## src/rtl/sr_pkg.sv

```systemverilog
// Shared definitions for the SR flip-flop bank: S=R=1 rule encodings and the
// per-bit next-state function used by every channel.
package sr_pkg;

    localparam int unsigned SR_MODE_RDOM = 0;  // S=R=1 -> 0
    localparam int unsigned SR_MODE_SDOM = 1;  // S=R=1 -> 1
    localparam int unsigned SR_MODE_HOLD = 2;  // S=R=1 -> keep q
    localparam int unsigned SR_MODE_TOG  = 3;  // S=R=1 -> ~q

    // Next state of one enabled SR channel; every input combination is defined.
    function automatic logic sr_next(
        input logic       q,
        input logic       s,
        input logic       r,
        input logic [1:0] mode
    );
        logic nq;
        nq = q;
        case ({s, r})
            2'b00: nq = q;
            2'b01: nq = 1'b0;
            2'b10: nq = 1'b1;
            2'b11: begin
                case (mode)
                    2'(SR_MODE_RDOM): nq = 1'b0;
                    2'(SR_MODE_SDOM): nq = 1'b1;
                    2'(SR_MODE_HOLD): nq = q;
                    default:          nq = ~q;
                endcase
            end
            default: nq = q;
        endcase
        return nq;
    endfunction

endpackage

```

## src/rtl/sr_bit_cell.sv

```systemverilog
// One SR channel: next-state selection plus registered q, qbar and edge pulses.
module sr_bit_cell
    import sr_pkg::*;
#(
    parameter int unsigned MODE    = SR_MODE_RDOM,
    parameter logic        RST_BIT = 1'b0
) (
    input  logic clk,
    input  logic rst_n,
    input  logic en,
    input  logic clr,
    input  logic s,
    input  logic r,
    output logic q,
    output logic qbar,
    output logic rise,
    output logic fall
);

    localparam logic [1:0] MODE_SEL = 2'(MODE);

    logic q_next;

    // Next state: clear beats enable, enable beats hold.
    always_comb begin
        q_next = q;
        if (clr) begin
            q_next = RST_BIT;
        end else if (en) begin
            q_next = sr_next(q, s, r, MODE_SEL);
        end
    end

    // State, complement and edge pulses all registered on the same edge.
    always_ff @(posedge clk or negedge rst_n) begin
        if (!rst_n) begin
            q    <= RST_BIT;
            qbar <= ~RST_BIT;
            rise <= 1'b0;
            fall <= 1'b0;
        end else begin
            q    <= q_next;
            qbar <= ~q_next;
            rise <= q_next & ~q;
            fall <= ~q_next & q;
        end
    end

endmodule

```

## src/rtl/sr_ff_bank.sv

```systemverilog
// WIDTH-channel bank of clocked SR flip-flops with a selectable S=R=1 rule,
// conflict flag and saturating conflict-cycle counter.
module sr_ff_bank
    import sr_pkg::*;
#(
    parameter int unsigned       WIDTH   = 8,
    parameter int unsigned       MODE    = SR_MODE_RDOM,
    parameter logic [WIDTH-1:0]  RST_VAL = '0,
    parameter int unsigned       CNT_W   = 8
) (
    input  logic             clk,
    input  logic             rst_n,
    input  logic             en,
    input  logic             clr,
    input  logic [WIDTH-1:0] s,
    input  logic [WIDTH-1:0] r,
    output logic [WIDTH-1:0] q,
    output logic [WIDTH-1:0] qbar,
    output logic [WIDTH-1:0] rise,
    output logic [WIDTH-1:0] fall,
    output logic             conflict,
    output logic [CNT_W-1:0] conflict_cnt
);

    if (MODE > 3) begin : g_bad_mode
        $error("sr_ff_bank: MODE must be in 0..3");
    end
    if (WIDTH < 1) begin : g_bad_width
        $error("sr_ff_bank: WIDTH must be >= 1");
    end
    if (CNT_W < 1) begin : g_bad_cnt_w
        $error("sr_ff_bank: CNT_W must be >= 1");
    end

    for (genvar i = 0; i < WIDTH; i++) begin : g_cell
        sr_bit_cell #(
            .MODE    (MODE),
            .RST_BIT (RST_VAL[i])
        ) u_cell (
            .clk   (clk),
            .rst_n (rst_n),
            .en    (en),
            .clr   (clr),
            .s     (s[i]),
            .r     (r[i]),
            .q     (q[i]),
            .qbar  (qbar[i]),
            .rise  (rise[i]),
            .fall  (fall[i])
        );
    end

    logic conflict_hit;

    // A conflict cycle is any enabled, non-cleared edge with at least one S=R=1 bit.
    always_comb begin
        conflict_hit = en & ~clr & (|(s & r));
    end

    // Conflict flag and per-cycle saturating counter; clear zeroes both.
    always_ff @(posedge clk or negedge rst_n) begin
        if (!rst_n) begin
            conflict     <= 1'b0;
            conflict_cnt <= '0;
        end else begin
            conflict <= conflict_hit;
            if (clr) begin
                conflict_cnt <= '0;
            end else if (conflict_hit && (conflict_cnt != '1)) begin
                conflict_cnt <= conflict_cnt + CNT_W'(1);
            end
        end
    end

endmodule

```

## config.mk

```make
export PLATFORM = sky130hd
export DESIGN_NAME = sr_ff_bank
export DESIGN_NICKNAME = d
export VERILOG_FILES = /design/src/rtl/sr_pkg.sv /design/src/rtl/sr_bit_cell.sv /design/src/rtl/sr_ff_bank.sv
export SDC_FILE = /design/constraint.sdc
export NUM_CORES = 1
export LEC_CHECK = 0
export CORE_UTILIZATION = 40
export DETAILED_ROUTE_END_ITERATION = 10
export PLACE_DENSITY = 0.7
export SLEW_MARGIN = 20
export SYNTH_ARGS = -nofsm -noshare
export SYNTH_HDL_FRONTEND = slang
export SYNTH_SLANG_ARGS = --single-unit
```

## constraint.sdc

```tcl
create_clock -name clk -period 1.5 [get_ports clk]
set_input_delay 0.15 -clock clk [delete_from_list [all_inputs] [get_ports clk]]
set_output_delay 0.15 -clock clk [all_outputs]
set_load 0.01 [all_outputs]
```

# Yosys cells after proc, flatten, opt, wreduce, memory -nomap -nowiden
# Cells that the tools add are included.
dict set report word_totals {
  register_bits 41
  in_bits 20
  output_inout_bits 41
  elab_cells 141
}
dict set report classes {
  add_sub_neg 1
  eq_ne 25
  mux 26
  bitwise_logic 36
  n_reduce_logical 19
}
# operator n
set op_table {}
lappend op_table {{$eq A2 B2 Y1 const B} 16}
lappend op_table {{$pmux W1 S3} 8}
lappend op_table {{$and A1 B1 Y1} 18}
lappend op_table {{$not A1 Y1} 17}
lappend op_table {{$eq A2 B1 Y1 const B} 8}
lappend op_table {{$logic_not A2 Y1} 8}
lappend op_table {{$mux W1} 16}
lappend op_table {{$mux W8} 2}
lappend op_table {{$reduce_or A2 Y1} 8}
lappend op_table {{$add A8 B1 Y8 const B} 1}
lappend op_table {{$and A8 B8 Y8} 1}
lappend op_table {{$ne A8 B8 Y1 const B} 1}
lappend op_table {{$reduce_or A8 Y1} 1}
lappend op_table {{$reduce_bool A2 Y1} 1}
lappend op_table {{$logic_and A1 B1 Y1} 1}

# Depth between registers and ports, before layout
dict set report logic_depth {
  word_depth 7
  ltp_mapped 7
  depth_no_buf 5
}

# Hierarchy
# Synthesis repeated with hierarchy kept, for this count alone.
dict set report unflattened {
  cells_unflattened 135
  hier_area_um2 1803.0
}
# module instances cells_per_inst area_each_um2
set modules_own_cells {}
lappend modules_own_cells {sr_bit_cell 8 10 155.1}
lappend modules_own_cells {sr_ff_bank 1 55 561.8}

# Worst setup path after synthesis
# Ideal clock, no wire load.
dict set report synth_timing {
  path_kind {register -> register}
  startpoint {reg conflict_cnt[0]}
  endpoint {reg conflict_cnt[5]}
  setup_time_ps 128
  t_arrival_ps 1355
  slack_ps 18
  stages_incl_launch_ff 6
  path_buffers 0
  period_less_slack_ps 1482
  path_cell_list {dfrtp_1 -> ha_1 -> nand3_1 -> nor2_1 -> nor4_1 -> mux2_1}
}
dict set report synth_between {
  elab_chain_len 3
  elab_cells_between_ends 6
  classes_between {add/sub: 1; eq/ne: 1; mux: 2; reduce/logical: 2}
}
# item line
set synth_rtl {}
lappend synth_rtl {{start: declaration} sr_ff_bank.sv:22} ;# output logic [CNT_W-1:0] conflict_cnt
lappend synth_rtl {{start signal: assignment} sr_ff_bank.sv:70} ;# conflict_cnt <= conflict_cnt + CNT_W'(1);
lappend synth_rtl {{$add A8 B1 Y8 / $ne A8 B8 Y1 (equally long branches)} {sr_ff_bank.sv:70, sr_ff_bank.sv:69}}
lappend synth_rtl {{$mux W8 / $logic_and A1 B1 Y1 (equally long branches)} sr_ff_bank.sv:69} ;# end else if (conflict_hit && (conflict_cnt != '1)) begin
lappend synth_rtl {{$mux W8 / $reduce_bool A2 Y1 (equally long branches)} --}
# Parallel ways exist; a longest one is shown, timed or not. The select of a mux whose other input is x is not followed.
# A chain may end at the register's enable or synchronous reset.

# Final worst setup path
dict set report layout_timing {
  startpoint {in s[4]}
  endpoint {reg conflict_cnt[5]}
}
dict set report layout_between {
  elab_chain_len 5
}
# item line
set layout_rtl {}
lappend layout_rtl {{start: declaration} sr_ff_bank.sv:15} ;# input logic [WIDTH-1:0] s,
lappend layout_rtl {{$and A8 B8 Y8} sr_ff_bank.sv:57} ;# conflict_hit = en & ~clr & (|(s & r));
lappend layout_rtl {{$reduce_or A8 Y1} sr_ff_bank.sv:57}
lappend layout_rtl {{$and A1 B1 Y1} sr_ff_bank.sv:57}
lappend layout_rtl {{$logic_and A1 B1 Y1} sr_ff_bank.sv:69}
lappend layout_rtl {{$reduce_bool A2 Y1 (no line)} --}
# No other way between the ends.

==> impl_metrics.yaml <==
run_status:
  status: "completed"
power_and_ir_drop:
  swShare_pct: 22.9
  p_leak_nw: 1.23
  power_frac_comb_pct: 14.4
  p_int_mw: 1.76
  power_frac_seq_pct: 51.9
  powerDensity_mw_per_mm2: 890
  power.clock.fraction_pct: 33.7
  p_sw_mw: 0.522
  ir_worst_vdd_mv: 0.336
clock_network:
  htreeDepth: 2
  clk_latency_ns: 0.29
  cts-root-buf: "clkbuf_8"
  numCtsBuffers: 5
  cts_sinks: 41
  clkTransAtPathRegs_ns: 0.08
  tritoncts: "yes"
  cts_max_path_buffers: 2
  postCtsSetupRepairBufs: 0
flow_run:
  drv_cap: 0
floorplanning:
  rows: 24
  core_mm2: 0.00435
  fp.dieW_um: 69.2
  boundaryPins: 61
  die_h_um: 69.2
  dieArea_mm2: 0.00479
  start_util_pct: 41.5
detailed_routing:
  post_drt_wl_per_cell_um: 14.6
  num_vias: 1278
  drc: 0
  drt_first_pass_iters: 4
  ant_nets: 0
  via_per_inst: 4.82
  drtIter0Drc: 86
  postRouteWirelength_mm: 3.86
critical_path:
  worstSetupEndpointType: "flip-flop"
  arrival_ns: 1.66
  crit_path_start_kind: "primary input"
  path_max_fanout: 2
  criticalPathCategory: "primary input to flip-flop"
  crit_required_ns: 1.67
synthesis:
  yosys-top-cells-area: "dfrtp_1, buf_4, dfstp_2"
  synth_seq_area_share_pct: 57.3
  synthesis.nets: 180
  synthArstFlopShare_pct: 100
  synth_edf_count: 0
  synth_cells: 159
  ys_ff_latch: 41
  synth_top_area_cell: "dfrtp_1"
  syn-cell-area_mm2: 0.00181
  synth_cell_types: 31
  avgSynthCellArea_um2: 11.4
  yosys-top-cells-count: "buf_4, dfrtp_1, a21oi_1, nor2_1, inv_1"
  synth_top_area_share_pct: 45.7
  synth_flop_cell: "dfrtp_1"
  yosysWarnings: 0
sta:
  rsz0062_at_grt: "yes"
  worstMarginPinSlew_ns: 0.417
  layout_setup_ws_ns: 0.00904
  finalHoldViolations: 0
  fin_crit_ns: 1.49
  skew_ns: 0.00194
  slew_viol_final: 0
  setup-tns-final_ns: 0
  period_share_pct: 99.4
  timing.slew.headroom_pct: 72.2
  fmax_ghz: 0.671
  finalSetupViolations: 0
global_routing:
  grt_pass1_wl_mm: 6.43
  antenna_found_initial: 0
  grt_pass1_vias: 1344
  grt_usage_pct: 17.1
  overflow: 0
  grt_max_degree: 19
layout:
  drive_above_1_share_pct: 24.4
  nets: 233
  diodes: 0
  fin_cells: 265
  syn_to_final_growth_pct: 41.9
worst_hold_path:
  min-delay-path-class: "primary input to flip-flop"
placement:
  dp.cells: 256
  gp_congestion: 0.749
  pre_cts_ws_ns: -0.330
  io_buffers: 60
  dp_hpwl_mm: 2.81
## critical path, stage by stage
cell and delay [ns]:
clkdlybuf4s50_1 0.49, a22oi_1 0.10, a41o_1 0.27, nor4_4 0.32, mux2_4 0.33
## layout by cell type, fill, tap and decap left out, types with 2 or more instances in the layout
master / count
a211o_1: 8
nor2_1: 10
clkdlybuf4s50_1: 44
nand2_1: 3
nand3_1: 3
nor2b_1: 2
inv_1: 10
o21ai_0: 2
dfrtp_2: 3
o41ai_1: 2
buf_4: 21
dfstp_2: 8
dfrtp_1: 30
nor4_4: 2
a21oi_1: 11
clkbuf_8: 7
and2_1: 8
a22oi_1: 3
dlymetal6s2s_1: 12
dlygate4sd2_1: 3
## sequential cells by signal (all words and copies together), names as in the netlist
register,flops
conflict_cnt,8
g_cell.u_cell.rise,8
g_cell.u_cell.qbar,8
g_cell.u_cell.fall,8
g_cell.u_cell.q,8
conflict,1
## repair_timing
action,4_1_cts,5_1_grt
pin swaps,0,2
hold buffers,1,0
endpoints found under the hold margin,14,0
gates resized for setup,5,24
setup endpoints to repair,5,15
## routing by layer
metal  GRT usage, %  wire (µm)  vias up
met5              0          0        -
met3           5.67        198        5
met1           20.9       1620      617
li1               -          -      615
met4           5.67         35        0
met2           28.5       2010       41
## stage by stage
| stage | power (mW) | cell area, µm² | hold slack, ns | util [%] |
|---|---|---|---|---|
| floorplan | 1.37 | 1810 | -0.146 | - |
| global route | 2.39 | 2560 | 0.209 | 58.9 |
| detailed placement | 1.54 | 2360 | 0.105 | 54.2 |
| CTS | 2.31 | 2480 | 0.342 | 56.9 |
| finish | 2.28 | 2560 | 0.205 | 58.9 |
| global placement | 1.52 | 2360 | 0.0959 | 54.2 |
## path summary, 6_finish.rpt
path                               startpoint                     to  slack [ns]  cells past startpoint
setup / recovery                         s[4]        conflict_cnt[5]       0.009                      5
hold / removal                           r[2]  g_cell[2].u_cell.qbar        0.20                      2
setup reg to reg              conflict_cnt[4]        conflict_cnt[5]        0.05                      4
hold reg to reg            g_cell[4].u_cell.q  g_cell[4].u_cell.rise        0.47                      1
max in group asynchronous               rst_n  g_cell[0].u_cell.qbar        0.56                      3
min in group asynchronous               rst_n        conflict_cnt[3]        0.34                      2
## area by class of cell
class | count | area, µm²
clock buffers | 7 | 96.3
clock inverters | 1 | 5.00
fillers | 369 | 1790
inverters | 11 | 41.3
multi-input cells | 70 | 517
flip-flops and latches | 41 | 1040
well taps | 52 | 65.1
repair buffers | 83 | 801
## logic make-up (layout without fill, tap and decap cells)
logic type,count (synthesis),after routing,share of synthesized area (%)
AO/OA/AOI/OAI,33,33,13.0
adder cells (fa/ha/maj),1,1,0.692
buffers and inverters,48,102,17.4
flip-flops,41,41,57.3
multiplexers,2,2,1.18
AND/OR/NAND/NOR,34,34,10.5
## power by group through the flow
stage / sequential [mW] / clock (mW) / combinational, mW
6_report: 1.19 / 0.770 / 0.328
5_1_grt: 1.19 / 0.842 / 0.356
4_1_cts: 1.19 / 0.793 / 0.330
3_5_place_dp: 1.21 / 0 / 0.328
3_3_place_gp: 1.20 / 0 / 0.320
2_1_floorplan: 1.20 / 0 / 0.166
No activity file was read; power rests on OpenSTA's default activity.
==> variant: new RTL, same flow settings <==
The parameter `WIDTH` goes from 8 to 7.
--- a/src/rtl/sr_ff_bank.sv
+++ b/src/rtl/sr_ff_bank.sv
@@ -5,3 +5,3 @@
 #(
-    parameter int unsigned       WIDTH   = 8,
+    parameter int unsigned       WIDTH   = 7,
     parameter int unsigned       MODE    = SR_MODE_RDOM,
Interface: changed (6 resized); port bits go from 61 to 55. No check against the original RTL was run, so the function may have changed too.
==> variant against the original RTL <==
Final area shrank 6.6%. Sequential share of layout area shrank 1.5 points. Area after synthesis shrank 8.8%. Total power shrank 1.4%. Worst setup slack lost 0.0030 ns. Critical path type is now flop to flop. Fmax shrank 0.20%. Clock skew grew 0.00095 ns. Sequential cell count shrank 4. Wire length shrank 9.8%. Register-to-register slack lost 0.04 ns. Final cell count shrank 4.9%. Die area shrank 8.5%.
==> variant: results (changes against the original RTL) <==
metric,value,unit,change
worst_pin_slew,0.447,ns,+0.0303 ns
vias_per_cell,4.83,,about the same
first_iter_violations,30,,-65%
place_ws,-0.390,ns,-0.0607 ns
leakage,0.00123,uW,+0.20%
fin_worst_skew,0.00289,ns,+0.000947 ns
synth_nets,168,,-6.7%
fin_nets,222,,-4.7%
switching_power,478,uW,-8.4%
crit_slowest_cell,or4_1,,
grt.total_usage,17.0,%,-0.070 points
crit_fanout,5,,+3
synthMuxAreaShare,2.66,%,+1.5 points
status,"complete, no violations",,
worstPathArrival,1.70,ns,+0.04 ns
syn_area_per_cell,11.1,sq um,-2.7%
min_from,r[1],,
yosysSeqAreaShare,56.7,%,-0.62 points
synthAdderAreaFrac,0.759,%,+0.067 points
synth_top_cells_by_area,"dfrtp_1, buf_4, dfstp_2, a211o_1, a21oi_1",,
post-dp-hpwl,2570,microns,-8.7%
min_to,g_cell[1].u_cell.rise,,
grt_pass1_wl,5550,microns,-14%
r2r-end,conflict_cnt[7],,
holdWs,0.326,ns,+0.121 ns
wirelength,3480,microns,-9.8%
r2r_slack,0.006,ns,-0.04 ns
dpl_cell_area,2210,sq um,-6.5%
rr_startpoint,conflict_cnt[1],,
routabilityCongestion,0.877,,+17%
timing.hold.worst_path_depth,3,,+1
grt_pass1_vias,1175,,-13%
dp.cells,242,,-5.5%
## variant: worst max-delay path by stage
stage	from	end	slack, ns	cells after the start
final	conflict_cnt[1]	conflict_cnt[7]	0.006	5
after global routing	conflict_cnt[1]	conflict_cnt[7]	-0.07	5
after CTS	s[2]	conflict_cnt[6]	0.001	5
after detailed placement	r[1]	conflict_cnt[5]	-0.39	5
after global placement	r[1]	conflict_cnt[5]	-0.31	5
after floorplan	conflict_cnt[0]	conflict_cnt[7]	0.01	5
## variant: per-stage QoR
stage          util, %  total power (uW)
2_1_floorplan        -              1250
3_3_place_gp      58.1              1410
3_5_place_dp      58.1              1420
4_1_cts           61.6              2270
5_1_grt           63.0              2360
6_report          63.0              2250
## variant: timing repair
| item | in CTS | in global routing |
|---|---|---|
| hold buffers | 1 | 0 |
| setup endpoints to repair | 9 | 15 |
| pin swaps | 3 | 3 |
| setup buffers | 1 | 1 |
| resized for setup | 12 | 16 |
| hold endpoints to repair | 30 | 0 |
## variant: logic make-up after synthesis
group | Yosys count
muxes | 4
and+or+nand+nor | 38
adders and majority gates | 1
buffers and inverters | 41
DFF | 37
AOI/OAI and AO/OA | 28
## variant: area by class of cell
cell class / instances / share of cell area (%)
multi-input combinational: 71 / 20.6
clock buffer: 7 / 3.61
sequential: 37 / 39.1
inverter: 10 / 1.57
clock inverter: 1 / 1.25
timing repair buffer: 78 / 31.3
tap: 48 / 2.51
## variant: worst max-delay path, delay by kind of cell, from the launching register on
family                     cells  cell delay [ns]
DFF                            1             0.40
AOI/OAI and AO/OA              2             0.24
and+or+nand+nor                2             0.58
adders and majority gates      1             0.21
## variant: power by group through the flow
stage	Combinational [uW]	Clock (uW)	Sequential, uW
finish	322	856	1070
global route	352	926	1080
CTS	324	876	1070
detailed placement	325	0	1090
global placement	315	0	1090
floorplan	155	0	1090
## variant: metal layers
| metal | track usage [%] | wire length (microns) |
|---|---|---|
| met2 | 30.6 | 1800 |
| met5 | 0 | 0 |
| met4 | 2.39 | 14 |
| met3 | 3.97 | 166 |
| met1 | 21.1 | 1510 |
